--- src/rtl/param_sync_fifo.sv ---
// Parametrised single-clock FIFO: any depth >= 3, programmable almost-full/empty
// thresholds, flush, write-through-when-full. Define PFIFO_FWFT_EN for a FWFT read port.
module param_sync_fifo #(
  parameter int FIFO_WIDTH = 16,
  parameter int FIFO_DEPTH = 8,
  parameter int AF_LEVEL   = FIFO_DEPTH - 1,
  parameter int AE_LEVEL   = 1
) (
  input  logic                            clk,
  input  logic                            rst,
  input  logic                            flush,
  input  logic                            wr_en,
  input  logic [FIFO_WIDTH-1:0]           data_in,
  input  logic                            rd_en,
  output logic [FIFO_WIDTH-1:0]           data_out,
  output logic                            rd_valid,
  output logic                            wr_ack,
  output logic                            overflow,
  output logic                            underflow,
  output logic                            full,
  output logic                            empty,
  output logic                            almostfull,
  output logic                            almostempty,
  output logic [$clog2(FIFO_DEPTH+1)-1:0] level
);

  localparam int PW = $clog2(FIFO_DEPTH);
  localparam int CW = $clog2(FIFO_DEPTH + 1);
  localparam logic [CW-1:0] DEPTH_C = CW'(FIFO_DEPTH);
  localparam logic [CW-1:0] AF_C    = CW'(AF_LEVEL);
  localparam logic [CW-1:0] AE_C    = CW'(AE_LEVEL);
  localparam logic [PW-1:0] LAST_C  = PW'(FIFO_DEPTH - 1);

  typedef struct packed {
    logic ack;
    logic ovf;
    logic udf;
  } stat_t;

  logic [FIFO_WIDTH-1:0] mem [FIFO_DEPTH];
  logic [PW-1:0]         wr_ptr_q, wr_ptr_d, rd_ptr_q, rd_ptr_d;
  logic [CW-1:0]         cnt_q, cnt_d;
  stat_t                 stat_q, stat_d;
  logic                  rd_acc, wr_acc;

  assign rd_acc = rd_en && (cnt_q != '0);
  assign wr_acc = wr_en && ((cnt_q < DEPTH_C) || rd_acc);

  // Depth need not be a power of two, so pointers wrap explicitly.
  always_comb begin
    wr_ptr_d = wr_ptr_q;
    rd_ptr_d = rd_ptr_q;
    cnt_d    = cnt_q;
    if (wr_acc) wr_ptr_d = (wr_ptr_q == LAST_C) ? '0 : wr_ptr_q + 1'b1;
    if (rd_acc) rd_ptr_d = (rd_ptr_q == LAST_C) ? '0 : rd_ptr_q + 1'b1;
    if (wr_acc && !rd_acc)      cnt_d = cnt_q + 1'b1;
    else if (rd_acc && !wr_acc) cnt_d = cnt_q - 1'b1;
    stat_d.ack = wr_acc;
    stat_d.ovf = wr_en && !wr_acc;
    stat_d.udf = rd_en && !rd_acc;
  end

  always_ff @(posedge clk or posedge rst) begin
    if (rst) begin
      wr_ptr_q <= '0;
      rd_ptr_q <= '0;
      cnt_q    <= '0;
      stat_q   <= '0;
    end else if (flush) begin
      wr_ptr_q <= '0;
      rd_ptr_q <= '0;
      cnt_q    <= '0;
      stat_q   <= '0;
    end else begin
      wr_ptr_q <= wr_ptr_d;
      rd_ptr_q <= rd_ptr_d;
      cnt_q    <= cnt_d;
      stat_q   <= stat_d;
    end
  end

  // Storage carries no reset; validity is tracked by the count alone.
  always_ff @(posedge clk) begin
    if (!flush && wr_acc) mem[wr_ptr_q] <= data_in;
  end

`ifdef PFIFO_FWFT_EN
  assign data_out = mem[rd_ptr_q];
  assign rd_valid = (cnt_q != '0);
`else
  logic [FIFO_WIDTH-1:0] dout_q;
  logic                  rvld_q;

  always_ff @(posedge clk or posedge rst) begin
    if (rst) begin
      dout_q <= '0;
      rvld_q <= 1'b0;
    end else if (flush) begin
      rvld_q <= 1'b0;
    end else begin
      rvld_q <= rd_acc;
      if (rd_acc) dout_q <= mem[rd_ptr_q];
    end
  end

  assign data_out = dout_q;
  assign rd_valid = rvld_q;
`endif

  assign wr_ack      = stat_q.ack;
  assign overflow    = stat_q.ovf;
  assign underflow   = stat_q.udf;
  assign full        = (cnt_q == DEPTH_C);
  assign empty       = (cnt_q == '0);
  assign almostfull  = (cnt_q >= AF_C) && !full;
  assign almostempty = (cnt_q <= AE_C) && !empty;
  assign level       = cnt_q;

endmodule

--- config.mk ---
export PLATFORM = sky130hd
export DESIGN_NAME = param_sync_fifo
export DESIGN_NICKNAME = d
export VERILOG_FILES = /design/src/rtl/param_sync_fifo.sv
export SDC_FILE = /design/constraint.sdc
export NUM_CORES = 1
export LEC_CHECK = 0
export BUFFER_PORTS_ARGS = -buffer_cell sky130_fd_sc_hd__buf_4
export CORE_MARGIN = 3
export CORE_UTILIZATION = 45
export DETAILED_ROUTE_END_ITERATION = 10
export GPL_TIMING_DRIVEN = 0
export SYNTH_ARGS = -nofsm -noshare
export SYNTH_HDL_FRONTEND = slang
export SYNTH_SLANG_ARGS = --single-unit
export TNS_END_PERCENT = 1
--- constraint.sdc ---
create_clock -name clk -period 5.25 [get_ports clk]
set_clock_uncertainty 0.05 [all_clocks]
set_input_delay 0.2625 -clock clk [delete_from_list [all_inputs] [get_ports clk]]
set_output_delay 0.2625 -clock clk [all_outputs]
set_load 0.005 [all_outputs]
# After elaboration in Yosys (flattened, before gate mapping)
# Memories as Yosys holds them, arrays and structs flattened. A register that Yosys moved wholly into a read port is not among the register bits.
# Cells that the tools add are included.
dict set report totals {
  elab_cells 53
  reg_bits 14
  output_inout_bits 28
  mem_bits_rw 128
  latch_bits 0
  romBits 0
  in_bits 21
  memories 1
}
# memory depth width rd rd_clocked_by_memory_dff wr line_no
set memory_table {}
lappend memory_table {mem 8 16 1 1 1 40} ;# logic [FIFO_WIDTH-1:0] mem [FIFO_DEPTH];
dict set report classes {
  muxes 13
  n_shift 0
  n_mul 0
  bitwise_logic 1
  n_lt_le_gt_ge 3
  n_div 0
  n_addsub 4
  reduce_logical 21
  eq_ne 3
}
# op n
set ops {}
lappend ops {{$mux 3} 7}
lappend ops {{$mux 4} 3}
lappend ops {{$logic_and 1x1->1} 9}
lappend ops {{$add 3x1->3 const B} 2}
lappend ops {{$eq 3x3->1 const B} 2}
lappend ops {{$logic_not 1->1} 5}
lappend ops {{$add 4x1->4 const B} 1}
lappend ops {{$eq 4x4->1 const B} 1}
lappend ops {{$ge 4x3->1 const B} 1}
lappend ops {{$le 4x1->1 const B} 1}
lappend ops {{$logic_not 4->1} 1}
lappend ops {{$lt 4x4->1 const B} 1}
lappend ops {{$reduce_bool 2->1} 2}
lappend ops {{$reduce_bool 4->1} 1}
lappend ops {{$sub 4x1->4 const B} 1}
lappend ops {{$mux 1} 3}
lappend ops {{$reduce_bool 3->1} 1}
lappend ops {{$reduce_and 2->1} 1}
lappend ops {{$logic_or 1x1->1} 1}
lappend ops {{$not 1->1} 1}

# Longest topological paths before layout
# Gate-level depths: netlist of the first run.
dict set report depth {
  ltp_word 9
  depth_mapped 10
  mapped_depth_nobuf 7
}

# Worst setup path before layout of the first run
# No wires, ideal clock.
dict set report synth_path {
  path_type {reg2reg}
  startpoint {register cnt_q[3], in the netlist level[3]}
  endpoint {memory mem[0][0], enable pin}
  period_less_slack_ns 2.561
  arrival_ns 2.102
  setup_slack_ns 2.689
  path_buffers 1
  path_stages_with_launch 6
  required_ns 4.791
  path_cell_list {dfrtp_1 > buf_2 > nand2b_1 > and3b_1 > nand2b_1 > nor3_1}
}
dict set report synth_between {
  elab_chain_len 7
  elab_cells_between_ends 8
  cone_classes {1 x order compare; 2 x mux; 5 x reduce/logical}
}
# item line_no
set synth_rtl {}
lappend synth_rtl {{start: declaration} 42} ;# logic [CW-1:0] cnt_q, cnt_d;
lappend synth_rtl {{start signal: assignment} 77} ;# cnt_q <= cnt_d;
lappend synth_rtl {{branches (longest 2 deep; another with $lt 4x4->1)} -}
lappend synth_rtl {{$logic_or 1x1->1 *} 47} ;# assign wr_acc = wr_en && ((cnt_q < DEPTH_C) || rd_acc);
lappend synth_rtl {{$logic_and 1x1->1 *} 47}
lappend synth_rtl {{$logic_and 1x1->1 *} 84} ;# if (!flush && wr_acc) mem[wr_ptr_q] <= data_in;
lappend synth_rtl {{$mux 1 *} 84}
lappend synth_rtl {{$mux 1 (not written as such) *} 84}
lappend synth_rtl {{end: declaration} 40}
# Every way passes the cells marked *.

# Worst setup path after layout of the first run
dict set report layout_path {
  startpoint {register cnt_q[1], in the netlist level[1]}
  endpoint {output empty}
}
dict set report layout_between {
  elab_chain_len 1
}
# item line_no
set layout_rtl {}
lappend layout_rtl {{$logic_not 4->1} 114} ;# assign empty = (cnt_q == '0);
lappend layout_rtl {{end: declaration} 21} ;# output logic empty,
# Every way passes these cells.

==> run metrics, run 1 <==
Sink Count about 160; Reg power frac 0.436; Diodes inserted 0; die area between 15000 and 20000 sq um; DPL Wire Length about 9000 microns; met1 Use GR 0.2507; Initial Util 0.4634; Final period util 0.4453; DRC Markers 0; core area roughly 14000 sq um; Clock Tree Root clkbuf_16; vias in the first global route about 3900; CTS Buffer Depth 2; Die H about 130 microns; status finished clean; worst-skew pair later-pin latency 0.42 ns; hold buffer count at CTS 2; NetSw 900.1 uW; TritonCTS clock tree built; slew margin rel. 0.4662; total power about 3.4 mW; register area share after synthesis 0.7087; Logic pwr share 0.213; Max Cap Viol 0; first-pass GRT wire length ~22000 microns; DR iter-0 viols ~210; vias 3733; Clk pwr share 0.351; CP Class register to output pin; WL final roughly 14000 microns; drt wl/cell slightly below 20 microns; LEAKAGE around 2.9 nW; Internal Power approximately 2.5 mW; fmax roughly 430 MHz; Net Sw Frac 0.2612; RSZ-0062 raised after global routing no; library cells used by synthesis 36; mapped cell area 6482 sq um; # setup viols final 0; CP endpoint kind output pin; postcts setup bufs 0; Worst-Margin Slew around 0.8 ns; final hold slack ~0.019 ns; GRT met2 Usage 0.2923; Port Buf Inserts between 40 and 50; initial antenna violation count 0; worst setup margin between 2 and 3 ns; CTS buffer count 17; setup TNS 0 ns; Most Crowded Layer GR met2; peak supply drop between 0.2 and 0.25 mV; worst path required time just under 5 ns; post-layout util 0.5638; Worst Setup Slack post-DPL roughly 3 ns; Final Hold Viols 0; ratio of cells with drive above 1 in the final layout 0.2364; H-tree depth 4; Vias/cell between 5 and 6; Global Route Usage Sum 0.1852; largest net degree at the start of global routing 18; routability cong. around 0.77; area grow syn2layout 21.66%; Yosys warning total 0; Worst EP arrival slightly above 2 ns; met3 GRT Util 0.04750; Die X ~130 microns; crit start category register; num rows 43; clock-pin slew on the worst setup and hold paths approximately 0.06 ns; IO Count 49; cell count after synthesis roughly 420; worst hold path type primary input to register; Synthesized Nets 452; Final #Nets 532; min Tclk post-route around 2.3 ns; antenna-violating nets left 0; syn_area_per_cell 15.32 sq um; power per cell area approximately 440 nW/um^2; crit path max fanout 7; CTS resizes 0; DRT Pass-1 Iters 4; Max Slew Vio Count 0; Synth Register Bits approximately 160; gr ovfl total 0
[per-layer routing]
layer | routed length, microns | part of all wire
met1 | 5941 | 0.43
met2 | 6739 | 0.49
met3 | 825 | 0.060
met4 | 241 | 0.018
met5 | 0 | 0
[synthesized netlist by cell type, drive strengths merged]
library cell / number / area share
buf: 14 / 0.020
or3: 2 / 0.0019
nor3: 5 / 0.0046
nand2: 43 / 0.025
and2: 1 / 0.00097
nor3b: 3 / 0.0035
nor2: 12 / 0.0069
o21a: 1 / 0.0012
clkbuf: 10 / 0.0058
o22a: 1 / 0.0014
a211oi: 3 / 0.0035
o21ai: 3 / 0.0023
nor4: 4 / 0.0039
and3b: 1 / 0.0014
a221oi: 2 / 0.0027
a21oi: 10 / 0.0077
nor2b: 3 / 0.0029
a22oi: 32 / 0.037
ha: 8 / 0.015
nand3: 20 / 0.022
o221a: 1 / 0.0017
a31oi: 1 / 0.00097
dfrtp: 30 / 0.12
inv: 9 / 0.0060
edfxtp: 128 / 0.59
nand2b: 11 / 0.012
mux2i: 64 / 0.099
or3b: 1 / 0.0014
[sequential cells by signal, summed over array words and instances (netlist names)]
name,flops
data_out,16
level,4
mem,128
overflow,1
rd_ptr_q,3
rd_valid,1
underflow,1
wr_ack,1
wr_ptr_q,3
[cells by family (layout without fill, tap and decap cells)]
| kind of cell | after synthesis | count (layout) | synth area share |
|---|---|---|---|
| adder cells (fa/ha/maj) | 8 | 8 | 0.01544 |
| flip-flops | 158 | 158 | 0.7087 |
| AND/OR/NAND/NOR | 106 | 106 | 0.08647 |
| multiplexers | 64 | 64 | 0.09882 |
| buffers and inverters | 33 | 126 | 0.03204 |
| AO/OA/AOI/OAI | 54 | 54 | 0.05848 |
[cells in the final DEF, fill, tap and decap left out, types with 8 or more instances in the layout]
master	count
nand2b_1	10
nand3_1	11
clkbuf_16	17
nand3_2	9
edfxtp_1	128
clkbuf_1	15
dfrtp_1	30
mux2i_1	64
buf_4	54
nand2_1	43
ha_1	8
a22oi_1	32
a21oi_1	10
[through the flow]
step,cell area (sq um),instances
floorplan,6482,423
global placement,7068,651
detailed placement,7284,662
CTS,7886,696
global route,7886,696
finish,7886,696
[cell type report]
| class | instances | area (sq um) |
|---|---|---|
| clock inverter | 6 | 82.58 |
| buffer | 24 | 168.9 |
| timing repair buffer | 61 | 571.8 |
| multi-input combinational | 232 | 1705 |
| tap | 180 | 225.2 |
| inverter | 9 | 38.79 |
| sequential | 158 | 4594 |
| clock buffer | 26 | 499.2 |
| fill | 1144 | 6102 |
[worst max-delay path, cell delays in order (launching register included)]
cell and delay [ns]:
dfrtp_1 0.46, inv_1 0.17, ha_1 0.29, or3b_1 0.38, buf_6 0.15, inv_2 0.05, buf_4 0.10
[worst paths after layout]
check | from | end | slack, ns | cells past startpoint
worst max-delay path | level[1] | empty | 2.91 | 6
worst max register to register | level[3] | mem[3][13] | 3.03 | 6
worst min register to register | data_out[12] | data_out[12] | 0.43 | 2
max in group asynchronous | rst | data_out[13] | 4.08 | 4
min in group asynchronous | rst | data_out[1] | 0.50 | 3
worst min-delay path | data_in[10] | mem[7][10] | 0.02 | 1
[power groups by stage]
| stage | combinational (mW) | clock [mW] | sequential [mW] |
|---|---|---|---|
| finish | 0.733 | 1.21 | 1.50 |
| global route | 0.807 | 1.28 | 1.51 |
| CTS | 0.743 | 1.23 | 1.50 |
| detailed placement | 0.737 | 0 | 1.53 |
| global placement | 0.721 | 0 | 1.53 |
| floorplan | 0.452 | 0 | 1.53 |
No activity file was read; power rests on OpenSTA's default activity.
==> inputs of run 2 (changes only) <==
Clock period 5.25 ns to 2.01 ns, I/O delays scaled along.
==> run metrics, run 2 (synthesis gave the netlist of run 1 again) <==
status finished clean; Vias/cell 5.389 (+0.47%); crit start category register; FF-to-FF Start level[0]; clock-pin slew on the worst setup and hold paths 0.06 ns (about the same); hold path cells 4 (+3); CTS buffer count 17 (unchanged); Post-Place Cell Area 7266 sq um (-0.26%); Worst R2R Setup Slack 0.07 ns (-2.96 ns); WL final 14090 microns (+2.5%); fin area 8279 sq um (+5.0%); min Tclk post-route between 1.5 and 2 ns; LEAKAGE 3.036 nW (+5.3%); worst hold path type primary input to register; routability cong. 0.7816 (+2.1%); CTS Buffer Depth 2 (unchanged); vias in the first global route 3949 (+0.30%); IO Count 49 (unchanged); DR iter-0 viols 234 (+12%); ratio of cells with drive above 1 in the final layout 0.2617 (+0.02525); hold_sp wr_en; setup TNS 0 ns (unchanged); CP endpoint kind output pin; DRT Pass-1 Iters 4 (unchanged); initial antenna violation count 0 (unchanged); die area 15880 sq um (unchanged); Reg-to-Reg End data_out[3]; DPL Wire Length 8895 microns (-0.91%); DRC Markers 0 (unchanged); Port Buf Inserts 48 (unchanged); TritonCTS clock tree built; fin cells 715 (+2.7%); slew margin rel. 0.4873 (+0.02109); Sequential Area 4597 sq um (about the same); reg2reg path depth 10 (+4); vias 3853 (+3.2%); crit path max fanout 7 (unchanged); drt wl/cell 19.71 microns (-0.21%); Die H 126.0 microns (unchanged); Max Cap Viol 0 (unchanged); num rows 43 (unchanged); first-pass GRT wire length 22300 microns (+0.84%); Biggest register mem; gr ovfl total 0 (unchanged); Max Slew Vio Count 0 (unchanged); CP Class register to output pin; Sink Count 158 (unchanged); largest net degree at the start of global routing 18 (unchanged); Final #Nets 551 (+3.6%); worst-skew pair later-pin latency 0.43 ns (about the same); max reg flops 128 (unchanged); RSZ-0062 raised after global routing yes; Clock Tree Root clkbuf_16; core area 13990 sq um (unchanged); H-tree depth 4 (unchanged); antenna-violating nets left 0 (unchanged); commonest non-fill, non-tap cell in the layout edfxtp_1; area of the multi-input gates 1773 sq um (+4.0%); fmax approximately 510 MHz; area grow syn2layout 27.72%; worst path required time 1.86 ns (-3.08 ns); Final Hold Viols 0 (unchanged); Initial Util 0.4634 (unchanged); placed cell count 660 (-0.30%); Crit. Startpoint level[0]; # setup viols final 0 (unchanged); Final period util 0.9827; Global Route Usage Sum 0.1875 (+0.002306); Worst Hold Path EP level[2]; Worst-Margin Slew 0.7682 ns (-0.03160 ns); peak supply drop 0.6587 mV (+170%); Die X 126.0 microns (unchanged); FILL cells 1122 (-1.9%); Worst EP arrival 1.82 ns (-0.21 ns); power per cell area 1171 nW/um^2 (+170%); Diodes inserted 0 (unchanged); commonest cells after routing, fill and taps aside edfxtp_1 (128), mux2i_1 (64), buf_4 (55)
## run 2: cell count changes in the layout (fill, tap and decap cells not counted), moves of 4 or more
cell	before	now
dlygate4sd3_1	2	19
clkbuf_1	15	6
nor2_2	6	0
nor2_4	0	6
bufinv_16	2	7
clkbuf_2	0	4
## run 2: per-layer routing
layer  routed length (microns)  global-route usage  share of wire  vias up
met1                      6213              0.2509           0.44     1955
met2                      7136              0.3070           0.51       77
met3                       559             0.03817          0.040       14
li1                          -                   -              -     1807
met5                         0                   0              0        -
met4                       183             0.06625          0.013        0
## run 2: final cells by class
cell class / count / share of cell area
buffer: 24 / 0.02101
clock inverter: 12 / 0.02856
clock buffer: 20 / 0.05637
sequential: 158 / 0.5552
multi-input combinational: 232 / 0.2141
timing repair buffer: 80 / 0.09249
tap: 180 / 0.02720
inverter: 9 / 0.004987
## run 2: how the worst max path moves through the flow
stage	endpoint	slack [ns]
after floorplan	mem[4][0]	-0.12
after global placement	mem[3][7]	-0.95
after detailed placement	mem[1][10]	-0.27
after CTS	empty	-0.03
after global routing	empty	-0.03
final	empty	0.03
## run 2: where the power goes
| group | total, mW | leakage [nW] | internal (mW) | switching (mW) |
|---|---|---|---|---|
| registers | 3.93 | 1.54 | 3.78 | 0.144 |
| clock network | 3.77 | 0.343 | 2.54 | 1.23 |
| logic | 1.99 | 1.15 | 0.964 | 1.03 |
| total | 9.69 | 3.04 | 7.29 | 2.41 |
## run 2: worst max-delay path, cell delays in order (launching register included)
cell     delay, ns
dfrtp_2       0.46
inv_2         0.11
ha_4          0.17
or3b_1        0.36
buf_6         0.15
inv_2         0.05
buf_4         0.10
## run 2: stage by stage
stage               setup WS (ns)  utilization  total power, mW  hold slack [ns]
detailed placement        -0.2720       0.5194            5.927           0.2463
global placement          -0.9508       0.5060            5.869           0.2540
finish                    0.03479       0.5919            9.692          0.08203
floorplan                 -0.1247            -            5.166           0.1229
global route             -0.02714       0.5919            10.11           0.1058
CTS                      -0.03441       0.5911            9.773          0.06048
## run 2: what timing repair did
action                                  in CTS  in global routing
endpoints found under the setup margin     134                 85
gates resized for setup                     18                  2
buffers inserted                             3                  1
hold buffers                                19                  0
pin swaps                                    5                  5
endpoints found under the hold margin      145                  0
